### src/rtl/dmem_access_ctrl.sv
// dmem_access_ctrl: MEM-stage sequencer for a variable-latency data memory.
// Holds the pipeline with stall_o while a load/store waits for its ack, and
// returns load data in the single DONE cycle. An access that gets no ack in
// time is aborted and recorded in a sticky error flag.
module dmem_access_ctrl #(
  parameter int ADDR_W  = 32,
  parameter int DATA_W  = 32,
  parameter int TIMEOUT = 255,
  parameter int CNT_W   = 8
) (
  input  logic              clk_i,
  input  logic              rst_i,
  input  logic              MemRead_i,
  input  logic              MemWrite_i,
  input  logic [ADDR_W-1:0] addr_i,
  input  logic [DATA_W-1:0] wrdata_i,
  output logic              stall_o,
  output logic [DATA_W-1:0] rdata_o,
  output logic              err_o,
  output logic              mem_req_o,
  output logic              mem_we_o,
  output logic [ADDR_W-1:0] mem_addr_o,
  output logic [DATA_W-1:0] mem_wdata_o,
  input  logic              mem_ack_i,
  input  logic [DATA_W-1:0] mem_rdata_i
);

  typedef enum logic [1:0] {S_IDLE, S_REQ, S_DONE} state_t;

  state_t              r_state;
  state_t              w_next;
  logic [CNT_W-1:0]    r_cnt;
  logic                r_we;
  logic [ADDR_W-1:0]   r_addr;
  logic [DATA_W-1:0]   r_wdata;
  logic [DATA_W-1:0]   r_rdata;
  logic                r_err;
  logic                w_acc;
  logic                w_timeout;

  assign w_acc     = MemRead_i | MemWrite_i;
  // The abort fires in the TIMEOUT-th REQ cycle (cnt starts at 0 in the first).
  assign w_timeout = (r_cnt == CNT_W'(TIMEOUT - 1));

  // Next-state and the combinational stall; stall rises in IDLE so EX/MEM
  // freezes from the first cycle of the access.
  always_comb begin
    w_next  = r_state;
    stall_o = 1'b0;
    case (r_state)
      S_IDLE: begin
        stall_o = w_acc;
        if (w_acc) w_next = S_REQ;
      end
      S_REQ: begin
        stall_o = 1'b1;
        if (mem_ack_i || w_timeout) w_next = S_DONE;
      end
      S_DONE:  w_next = S_IDLE;
      default: w_next = S_IDLE;
    endcase
  end

  // State, wait counter, latched request fields and load result.
  always_ff @(posedge clk_i) begin
    if (rst_i) begin
      r_state <= S_IDLE;
      r_cnt   <= '0;
      r_we    <= 1'b0;
      r_addr  <= '0;
      r_wdata <= '0;
      r_rdata <= '0;
      r_err   <= 1'b0;
    end else begin
      r_state <= w_next;
      case (r_state)
        S_IDLE: begin
          if (w_acc) begin
            r_addr  <= addr_i;
            r_wdata <= wrdata_i;
            r_we    <= MemWrite_i;   // load+store together is a store
            r_cnt   <= '0;
          end
        end
        S_REQ: begin
          r_cnt <= r_cnt + 1'b1;
          if (mem_ack_i) begin
            // ack beats a coincident timeout; stores leave rdata untouched
            if (!r_we) r_rdata <= mem_rdata_i;
          end else if (w_timeout) begin
            r_err   <= 1'b1;
            r_rdata <= '0;
          end
        end
        default: ;
      endcase
    end
  end

  // Request is a pure decode of the state register, so it is glitch-free and
  // cleared by reset along with the state.
  assign mem_req_o   = (r_state == S_REQ);
  assign mem_we_o    = r_we;
  assign mem_addr_o  = r_addr;
  assign mem_wdata_o = r_wdata;
  assign rdata_o     = r_rdata;
  assign err_o       = r_err;

endmodule
### config.mk
export PLATFORM = sky130hd
export DESIGN_NAME = dmem_access_ctrl
export DESIGN_NICKNAME = d
export VERILOG_FILES = /design/src/rtl/dmem_access_ctrl.sv
export SDC_FILE = /design/constraint.sdc
export NUM_CORES = 1
export LEC_CHECK = 0
export BUFFER_PORTS_ARGS = -buffer_cell sky130_fd_sc_hd__buf_2
export CAP_MARGIN = 20
export CORE_UTILIZATION = 48
export CTS_CLUSTER_SIZE = 24
export DETAILED_ROUTE_END_ITERATION = 12
export PLACE_DENSITY_LB_ADDON = 0.15
export SYNTH_ARGS = -nofsm -noshare
export SYNTH_HDL_FRONTEND = slang
export SYNTH_SLANG_ARGS = --single-unit
export TNS_END_PERCENT = 5
### constraint.sdc
create_clock -name clk_i -period 4.2 [get_ports clk_i]
set_input_delay 0.42 -clock clk_i [delete_from_list [all_inputs] [get_ports clk_i]]
set_output_delay 0.42 -clock clk_i [all_outputs]
set_load 0.1 [all_outputs]
=== Word-level counts from Yosys, hierarchy flattened ===
Index checks and enable logic that the tools add are counted.

* Equal/unequal tests: 5
* Bitwise operators: 2
* $add $sub $neg: 1
* Muxes and demuxes: 9
* Reduce and logical (&&, ||, !) cells: 9

{| class="wikitable"
|+ Operators with widths
! kind !! count
|-
| 2-to-1 mux 32 bit || 3
|-
| one-hot mux 8 bit (2 select lines) || 1
|-
| adder 8 x 1 -> 8 bit, second input constant || 1
|-
| equality test 8 bit, second input constant || 1
|-
| 2-to-1 mux 8 bit || 1
|-
| AND reduction 2 bit || 3
|-
| AND reduction 3 bit || 2
|-
| 2-to-1 mux 2 bit || 2
|-
| inequality test 2 bit, second input constant || 2
|-
| one-hot mux 2 bit (2 select lines) || 1
|-
| nonzero test 2 bit || 2
|-
| equality test 2 x 1 -> 1 bit, second input constant || 1
|-
| logical NOT 2 bit || 1
|-
| inequality test 2 x 1 -> 1 bit, second input constant || 1
|-
| one-hot mux 1 bit (2 select lines) || 1
|-
| logical OR 1 bit || 1
|-
| inverter 1 bit || 1
|-
| OR 1 bit || 1
|}

* Logic and storage cells: 33
* Register bits: 108
* Output and inout port bits: 100

=== Logic depth before layout (Yosys ltp) ===
Gate-level depths: netlist (run 1).

* Depth after elaboration: 4
* Mapped depth: 7
* Gate-level depth less buffers: 6

=== Least setup slack after synthesis (run 1) ===
OpenSTA, ideal clock, no wires.

* Kind: input port to output port
* Start point: input port MemWrite_i
* End point: output port stall_o
* Stages: 2
* Path buffers: 0
* Arrival: 1.836 ns
* Setup slack: 1.944 ns
* Path through: nor3_1 -> nor2_1

* Word-level cells in the longest chain between the ends: 2

{| class="wikitable"
|+ RTL lines
! element !! RTL line !! RTL
|-
| start: declaration || 14 || <nowiki>input logic MemWrite_i,</nowiki>
|-
| OR 1 bit || 41 || <nowiki>assign w_acc = MemRead_i | MemWrite_i;</nowiki>
|-
| one-hot mux 1 bit (2 select lines) || 50 || <nowiki>case (r_state)</nowiki>
|-
| end: declaration || 17 || <nowiki>output logic stall_o,</nowiki>
|}

No other way between the ends.

=== Final worst setup path (run 1) ===
* Start point: register r_state[0]
* End point: output port stall_o

* Word-level cells in the longest chain between the ends: 2

{| class="wikitable"
|+ RTL lines
! element !! RTL line !! RTL
|-
| start: declaration || 30 || <nowiki>state_t r_state;</nowiki>
|-
| start signal: assignment || 75 || <nowiki>r_state <= w_next;</nowiki>
|-
| equality test 2 x 1 -> 1 bit / logical NOT 2 bit (equally long branches) || 50 ||
|-
| one-hot mux 1 bit (2 select lines) (*) || 50 ||
|}

Every way passes the cells marked *; elsewhere a longest branch is shown, timed or not.

==> results of run 1 <==
## flip-flops by register name, indices dropped and copies added, names as in the netlist
signal,cells
err_o,1
mem_addr_o,32
mem_wdata_o,32
mem_we_o,1
r_cnt,8
r_state,2
rdata_o,32
## layout make-up
type | count | area [um^2] | area share, %
Tap cell | 99 | 124 | 2.49
Multi-Input combinational cell | 277 | 1440 | 28.9
Clock inverter | 5 | 35.0 | 0.706
Inverter | 2 | 7.51 | 0.151
Sequential cell | 108 | 2160 | 43.5
Clock buffer | 11 | 141 | 2.85
Timing Repair Buffer | 205 | 1060 | 21.3
## where the power goes
group          internal [mW]  total, mW  switching (mW)
clock network          0.235      0.564           0.329
registers               1.09       1.13          0.0345
logic                  0.135      0.769           0.634
## final timing paths
check | startpoint | endpoint | slack, ns | cells after the start
worst max-delay path | r_state[0] | stall_o | 2.01 | 3
worst min register to register | mem_addr_o[2] | mem_addr_o[2] | 0.45 | 2
worst max register to register | r_state[0] | mem_wdata_o[14] | 2.50 | 4
worst min-delay path | mem_rdata_i[16] | rdata_o[16] | 0.28 | 2
## cell usage in the layout (no fill, tap or decap), types with 2 or more instances in the layout
cell type,synthesis,final
sky130_fd_sc_hd__buf_4,1,3
sky130_fd_sc_hd__a211oi_1,2,2
sky130_fd_sc_hd__a22o_2,2,2
sky130_fd_sc_hd__nand3_1,3,3
sky130_fd_sc_hd__buf_2,11,200
sky130_fd_sc_hd__clkinv_2,0,2
sky130_fd_sc_hd__ha_1,2,2
sky130_fd_sc_hd__o211ai_1,2,2
sky130_fd_sc_hd__nor3_1,3,2
sky130_fd_sc_hd__a21oi_1,72,72
sky130_fd_sc_hd__inv_6,0,2
sky130_fd_sc_hd__dfxtp_1,108,108
sky130_fd_sc_hd__nor2_1,9,9
sky130_fd_sc_hd__a22o_1,30,30
sky130_fd_sc_hd__or3_1,3,2
sky130_fd_sc_hd__a311oi_1,2,2
sky130_fd_sc_hd__o21ai_0,3,3
sky130_fd_sc_hd__nand2_1,133,133
sky130_fd_sc_hd__clkbuf_8,0,10
sky130_fd_sc_hd__nand2b_1,2,2
## metal layers
metal,part of all wire [%],routed length [um],GRT usage [%]
met2,49,4360,40.0
met3,6.9,616,5.47
met5,0,0,0
met4,1.4,129,8.06
met1,43,3880,25.3
## logic make-up (layout without fill, tap and decap cells)
logic type               count (synthesis)  after routing
flip-flops                             108            108
buffers and inverters                   32            223
AND/OR/NAND/NOR                        158            158
adder cells (fa/ha/maj)                  2              2
AO/OA/AOI/OAI                          117            117
## critical path, cell delays in order, from the launching register on
cell and delay [ns]:
sky130_fd_sc_hd__dfxtp_1 0.47, sky130_fd_sc_hd__nor3_1 0.11, sky130_fd_sc_hd__nor2_1 0.33, sky130_fd_sc_hd__buf_2 0.51
## stage by stage
stage               hold slack (ns)  power (mW)  setup WS, ns
floorplan                     0.468        1.78          1.94
global placement              0.439        1.91          2.10
detailed placement            0.444        1.92          2.06
CTS                           0.255        2.49          1.97
global route                  0.256        2.57          1.93
finish                        0.277        2.46          2.01
==> impl_metrics.csv, run 1 <==
group,metric,value,unit
outcome,status,"complete, no violations",
synthesis,yosys_warnings,0,
die,floorplan.die.height,90.3,um
synthesis,xor_and_xnor_fraction_of_the_mapped_netlist_area,0,%
finish,layout-area-overhead-vs-synth,32.5,%
synthesis,compound_cell_area_share_of_the_yosys_netlist,19.8,%
synthesis,synth_seq_cells,108,
worst_setup_path,critPathArrivalTime,1.77,ns
sta,final-hold-violation-count,0,
synthesis,synth.yosys.seq_area_share,57.7,%
sta,max-slew-margin-rel,53.7,%
synthesis,synth_top_family_by_area,"compound AO/OA/AOI/OAI gates",
sta,timing.final.crit_share,52.3,%
clock_network,post_cts_setup_inserts,0,
synthesis,netlist-cell-type-count,30,
place,placed_cells_incl_taps,690,
global_routing,total_grt_usage,22.2,%
sta,final_max_slew_violation_count,0,
place,io_buffer_count,200,
worst_setup_path,worstSetupStartpointType,"register",
synthesis,synth_mux_area_share,0,%
min_path,hold_path_class,"input pin to register",
synthesis,top_area_cells_in_the_synthesized_netlist,"sky130_fd_sc_hd__dfxtp_1 58%, sky130_fd_sc_hd__nand2_1 13%, sky130_fd_sc_hd__a21oi_1 9.6%",
synthesis,syn-instance-count,417,
synthesis,synth-edff-count,0,
finish,post_route_cells_drive_above_1_share,38.2,%
clock_network,clock_tree.root_cell,"sky130_fd_sc_hd__clkbuf_8",
synthesis,synth_ff_type,"sky130_fd_sc_hd__dfxtp_1",
synthesis,post_synth_and_or_nand_nor_area_fraction,17.6,%
synthesis,yosysTopAreaCellShare,57.7,%
synthesis,yosysMostFrequentCell,"sky130_fd_sc_hd__nand2_1",
drt,postRouteWirelength,8.99,mm
synthesis,ys_top_cells_by_count,"133 x sky130_fd_sc_hd__nand2_1, 108 x sky130_fd_sc_hd__dfxtp_1, 72 x sky130_fd_sc_hd__a21oi_1",
clock_network,cts.clk_slew.worst_paths,0.10,ns
clock_network,clock_tree.buffer_depth,2,
place,instance_area_after_placement,4770,um^2
finish,nets,706,
sta,rsz0062_at_grt,"no",
finish,antennaDiodeCount,0,
synthesis,synthDominantAreaCellType,"sky130_fd_sc_hd__dfxtp_1",
die,initial_core_util,50.6,%
worst_setup_path,largest_fanout_on_the_critical_path,5,
synthesis,synth_nets,520,
sta,setup_total_negative_slack,0,ns
drt,routed_wire_length_per_instance,12.7,um
global_routing,global_route.overflow_total,0,
clock_network,post_cts_resized,0,
global_routing,first_pass_grt_wire_length,14.9,mm
clock_network,clkLatencyLatePin,0.35,ns
drt,drt-pass1-iter-count,4,
die,core-area,7410,um^2
global_routing,grt_max_degree,63,
synthesis,avgSynthCellArea,8.98,um^2
clock_network,tritoncts_clock_tree,"yes",
clock_network,tritoncts.num_buffers,9,
drt,drc_errors,0,
power_and_ir_drop,static-leakage-power,2.42,nW
sta,transition_time_of_the_tightest_slew_check_pin,0.694,ns
die,fp-row-count,31,
clock_network,postCtsHoldBufs,0,
drt,dr_total_vias,3516,
worst_setup_path,worstPathRequired,3.78,ns
die,io_pins,201,
synthesis,synth-adder-area-share,0.668,%
global_routing,antenna_violations_before_repair,0,
sta,fin_skew,0.00992,ns
drt,avg_vias_per_cell,4.97,
power_and_ir_drop,powerDensity,495,nW/um^2
clock_network,ctsHtreeMaxLevel,3,
sta,final.min_clock_period,2.19,ns
sta,timing.final.setup_violations,0,
place,finalWeightedCongestion,0.796,
die,dieArea,8160,um^2
worst_setup_path,timing.setup.critical_path_class,"register to output port",
clock_network,clk_sinks,108,
sta,fmax,456,MHz
synthesis,syn_area,3750,um^2
finish,fillCellCount,657,
run,cap_viol_max_count,0,
place,final_hpwl_dp,6.33,mm
die,chipWidth,90.3,um
drt,detail-route-antenna-nets,0,
worst_setup_path,setup.worst_path.end_class,"output port",
finish,final_cells,707,
finish,design_area,4960,um^2
drt,drt_first_iter_violations,142,
synthesis,async_flop_share,0,%
finish,finish.utilization,67.0,%
power_and_ir_drop,irDropWorstVdd,0.272,mV
global_routing,grt_pass1_vias,3327,
No activity file was read; power rests on OpenSTA's default activity.
==> run 2: changes to the inputs <==
--- a/config.mk
+++ b/config.mk
@@ -5,9 +5,10 @@
 export SDC_FILE = /design/constraint.sdc
 export NUM_CORES = 1
 export LEC_CHECK = 0
+export ABC_AREA = 1
 export BUFFER_PORTS_ARGS = -buffer_cell sky130_fd_sc_hd__buf_2
 export CAP_MARGIN = 20
-export CORE_UTILIZATION = 48
+export CORE_UTILIZATION = 40
 export CTS_CLUSTER_SIZE = 24
 export DETAILED_ROUTE_END_ITERATION = 12
 export PLACE_DENSITY_LB_ADDON = 0.15
==> constraint.sdc (replaced) <==
create_clock -name clk_i -period 1.8 [get_ports clk_i]
set_input_delay 0.18 -clock clk_i [delete_from_list [all_inputs] [get_ports clk_i]]
set_output_delay 0.18 -clock clk_i [all_outputs]
set_load 0.1 [all_outputs]
==> impl_metrics.csv, run 2 <==
group,metric,value,unit
finish,final_cells,819,
synthesis,post_synth_and_or_nand_nor_area_fraction,23.4,%
die,fp-row-count,35,
clock_network,postCtsHoldBufs,0,
synthesis,yosys_warnings,0,
clock_network,clock_tree.root_cell,"sky130_fd_sc_hd__clkbuf_8",
outcome,status,"complete, no violations",
clock_network,clock_tree.buffer_depth,2,
clock_network,clk_sinks,108,
synthesis,synthDominantAreaCellType,"sky130_fd_sc_hd__dfxtp_1",
finish,nets,788,
synthesis,synth_ff_type,"sky130_fd_sc_hd__dfxtp_1",
synthesis,synth_top_family_by_area,"simple AND/OR/NAND/NOR gates",
drt,dr_total_vias,3790,
worst_setup_path,timing.critical_path.cells,"nand2_4 > nand2_1 > buf_2",
synthesis,synth_nets,602,
synthesis,synth_seq_cells,108,
synthesis,top_area_cells_in_the_synthesized_netlist,"sky130_fd_sc_hd__dfxtp_1 56%, sky130_fd_sc_hd__nor2_1 13%, sky130_fd_sc_hd__o21ai_0 8.7%",
synthesis,synth.yosys.seq_area_share,55.9,%
sta,final-hold-violation-count,0,
drt,routed_wire_length_per_instance,11.8,um
finish,layout-area-overhead-vs-synth,34.5,%
die,dieArea,10100,um^2
clock_network,cts.clk_slew.worst_paths,0.10,ns
sta,rsz0062_at_grt,"no",
global_routing,antenna_violations_before_repair,0,
sta,fin_skew,0.0137,ns
finish,multi_input_area,1520,um^2
place,placed_cells_incl_taps,803,
sta,setup_total_negative_slack,0,ns
worst_setup_path,setup.worst_path.end_class,"output port",
worst_setup_path,critical-path-slowest-cell,"sky130_fd_sc_hd__buf_2",
synthesis,syn_area,3860,um^2
die,core-area,9280,um^2
finish,antennaDiodeCount,0,
global_routing,grt_pass1_vias,3516,
synthesis,ys_top_cells_by_count,"134 x sky130_fd_sc_hd__nor2_1, 108 x sky130_fd_sc_hd__dfxtp_1, 85 x sky130_fd_sc_hd__nand2_1",
clock_network,tritoncts.num_buffers,9,
sta,max-slew-margin-rel,66.5,%
worst_setup_path,largest_fanout_on_the_critical_path,10,
min_path,hold_path_class,"input pin to register",
synthesis,async_flop_share,0,%
sta,fmax,584,MHz
drt,avg_vias_per_cell,4.63,
synthesis,yosysTopAreaCellShare,55.9,%
sta,timing.final.setup_violations,0,
drt,drt_first_iter_violations,146,
worst_setup_path,timing.critical_path.slowest_cell_delay,0.46,ns
finish,fillCellCount,917,
synthesis,yosysMostFrequentCell,"sky130_fd_sc_hd__nor2_1",
finish,most-common-layout-cells,"199 x sky130_fd_sc_hd__buf_2, 134 x sky130_fd_sc_hd__nor2_1, 108 x sky130_fd_sc_hd__dfxtp_1",
synthesis,synth-edff-count,0,
global_routing,total_grt_usage,19.1,%
clock_network,clkLatencyLatePin,0.36,ns
synthesis,syn-instance-count,499,
clock_network,tritoncts_clock_tree,"yes",
worst_setup_path,worstSetupStartpointType,"register",
place,io_buffer_count,200,
die,floorplan.die.height,100,um
drt,drt-pass1-iter-count,5,
synthesis,xor_and_xnor_fraction_of_the_mapped_netlist_area,0,%
clock_network,ctsHtreeMaxLevel,3,
sta,transition_time_of_the_tightest_slew_check_pin,0.507,ns
place,final_hpwl_dp,6.72,mm
synthesis,synth_mux_area_share,0,%
die,chipWidth,100,um
worst_setup_path,worstPathRequired,1.62,ns
run,cap_viol_max_count,0,
die,io_pins,201,
die,initial_core_util,41.6,%
sta,final.min_clock_period,1.71,ns
synthesis,synth-adder-area-share,0.647,%
drt,postRouteWirelength,9.69,mm
sta,final_max_slew_violation_count,0,
global_routing,global_route.overflow_total,0,
global_routing,first_pass_grt_wire_length,15.3,mm
worst_setup_path,critPathArrivalTime,1.53,ns
power_and_ir_drop,irDropWorstVdd,0.472,mV
sta,hold-worst-slack,0.0591,ns
worst_setup_path,timing.setup.critical_path_class,"register to output port",
finish,post_route_cells_drive_above_1_share,33.0,%
global_routing,grt_max_degree,75,
power_and_ir_drop,static-leakage-power,2.53,nW
drt,detail-route-antenna-nets,0,
sta,timing.final.crit_share,95.1,%
synthesis,avgSynthCellArea,7.75,um^2
synthesis,netlist-cell-type-count,23,
drt,drc_errors,0,
place,finalWeightedCongestion,0.771,
finish,ff_latch_area,2160,um^2
finish,mostFrequentLayoutCell,"sky130_fd_sc_hd__buf_2",
power_and_ir_drop,powerDensity,1240,nW/um^2
synthesis,compound_cell_area_share_of_the_yosys_netlist,15.2,%
==> run 2: changes by cell type in the layout (fill, tap and decap cells not counted), sizes merged, moves of 3 or more <==
cell and delta:
a21oi -31, a22o -32, inv +9, nand2 -47, nand2b -3, nor2 +127
o21ai +69, or3 -3
==> run 2: logic make-up after synthesis <==
family / after synthesis
buf+inv: 43
simple gates: 230
fa+ha+maj: 2
compound gates: 116
flops: 108
==> run 2: cell type report <==
class	instances	area share, %
Inverter	11	0.794
Sequential cell	108	41.6
Timing Repair Buffer	207	21.3
Multi-Input combinational cell	348	29.2
Clock buffer	11	2.72
Tap cell	129	3.11
Clock inverter	5	1.25
==> run 2: final timing paths <==
check / from / endpoint / slack, ns / cells after the start
setup / recovery: r_state[0] / stall_o / 0.09 / 3
hold / removal: mem_rdata_i[12] / rdata_o[12] / 0.06 / 3
setup reg to reg: r_cnt[0] / rdata_o[8] / 0.31 / 10
hold reg to reg: rdata_o[23] / rdata_o[23] / 0.46 / 2
==> run 2: metal layers <==
metal	wire length, um	share of wire (%)	GRT usage [%]
met1	4320	45	21.7
met4	119	1.2	7.58
met2	4570	47	34.6
met5	0	0	0
met3	682	7.0	4.18
==> run 2: what timing repair did <==
item	4_1_cts	5_1_grt
endpoints found under the setup margin	0	1
resized for setup	0	1
hold endpoints to repair	0	0
buffers inserted	0	0
==> run 2: metrics by stage <==
stage / setup WS (ns) / area (um^2) / utilization (%) / total power, mW
finish: 0.0888 / 5200 / 56.0 / 6.45
global route: 0.00152 / 5200 / 56.0 / 6.74
CTS: 0.0171 / 5190 / 56.0 / 6.52
detailed placement: 0.326 / 4990 / 53.7 / 5.00
global placement: 0.432 / 4990 / 53.7 / 4.97
floorplan: 0.0672 / 3860 / - / 4.58
==> run 2: worst max-delay path: cells and delay by family (launching register included) <==
family	cells	cell delay, ns
buffers and inverters	1	0.46
AND/OR/NAND/NOR	2	0.29
flip-flops	1	0.43
==> run 2: power breakdown <==
group | leakage (nW) | total, mW | switching (mW) | internal [mW]
Combinational | 1.54 | 2.24 | 1.86 | 0.382
Sequential | 0.889 | 2.69 | 0.101 | 2.59
Clock | 0.105 | 1.51 | 0.814 | 0.701
Total | 2.53 | 6.45 | 2.77 | 3.67
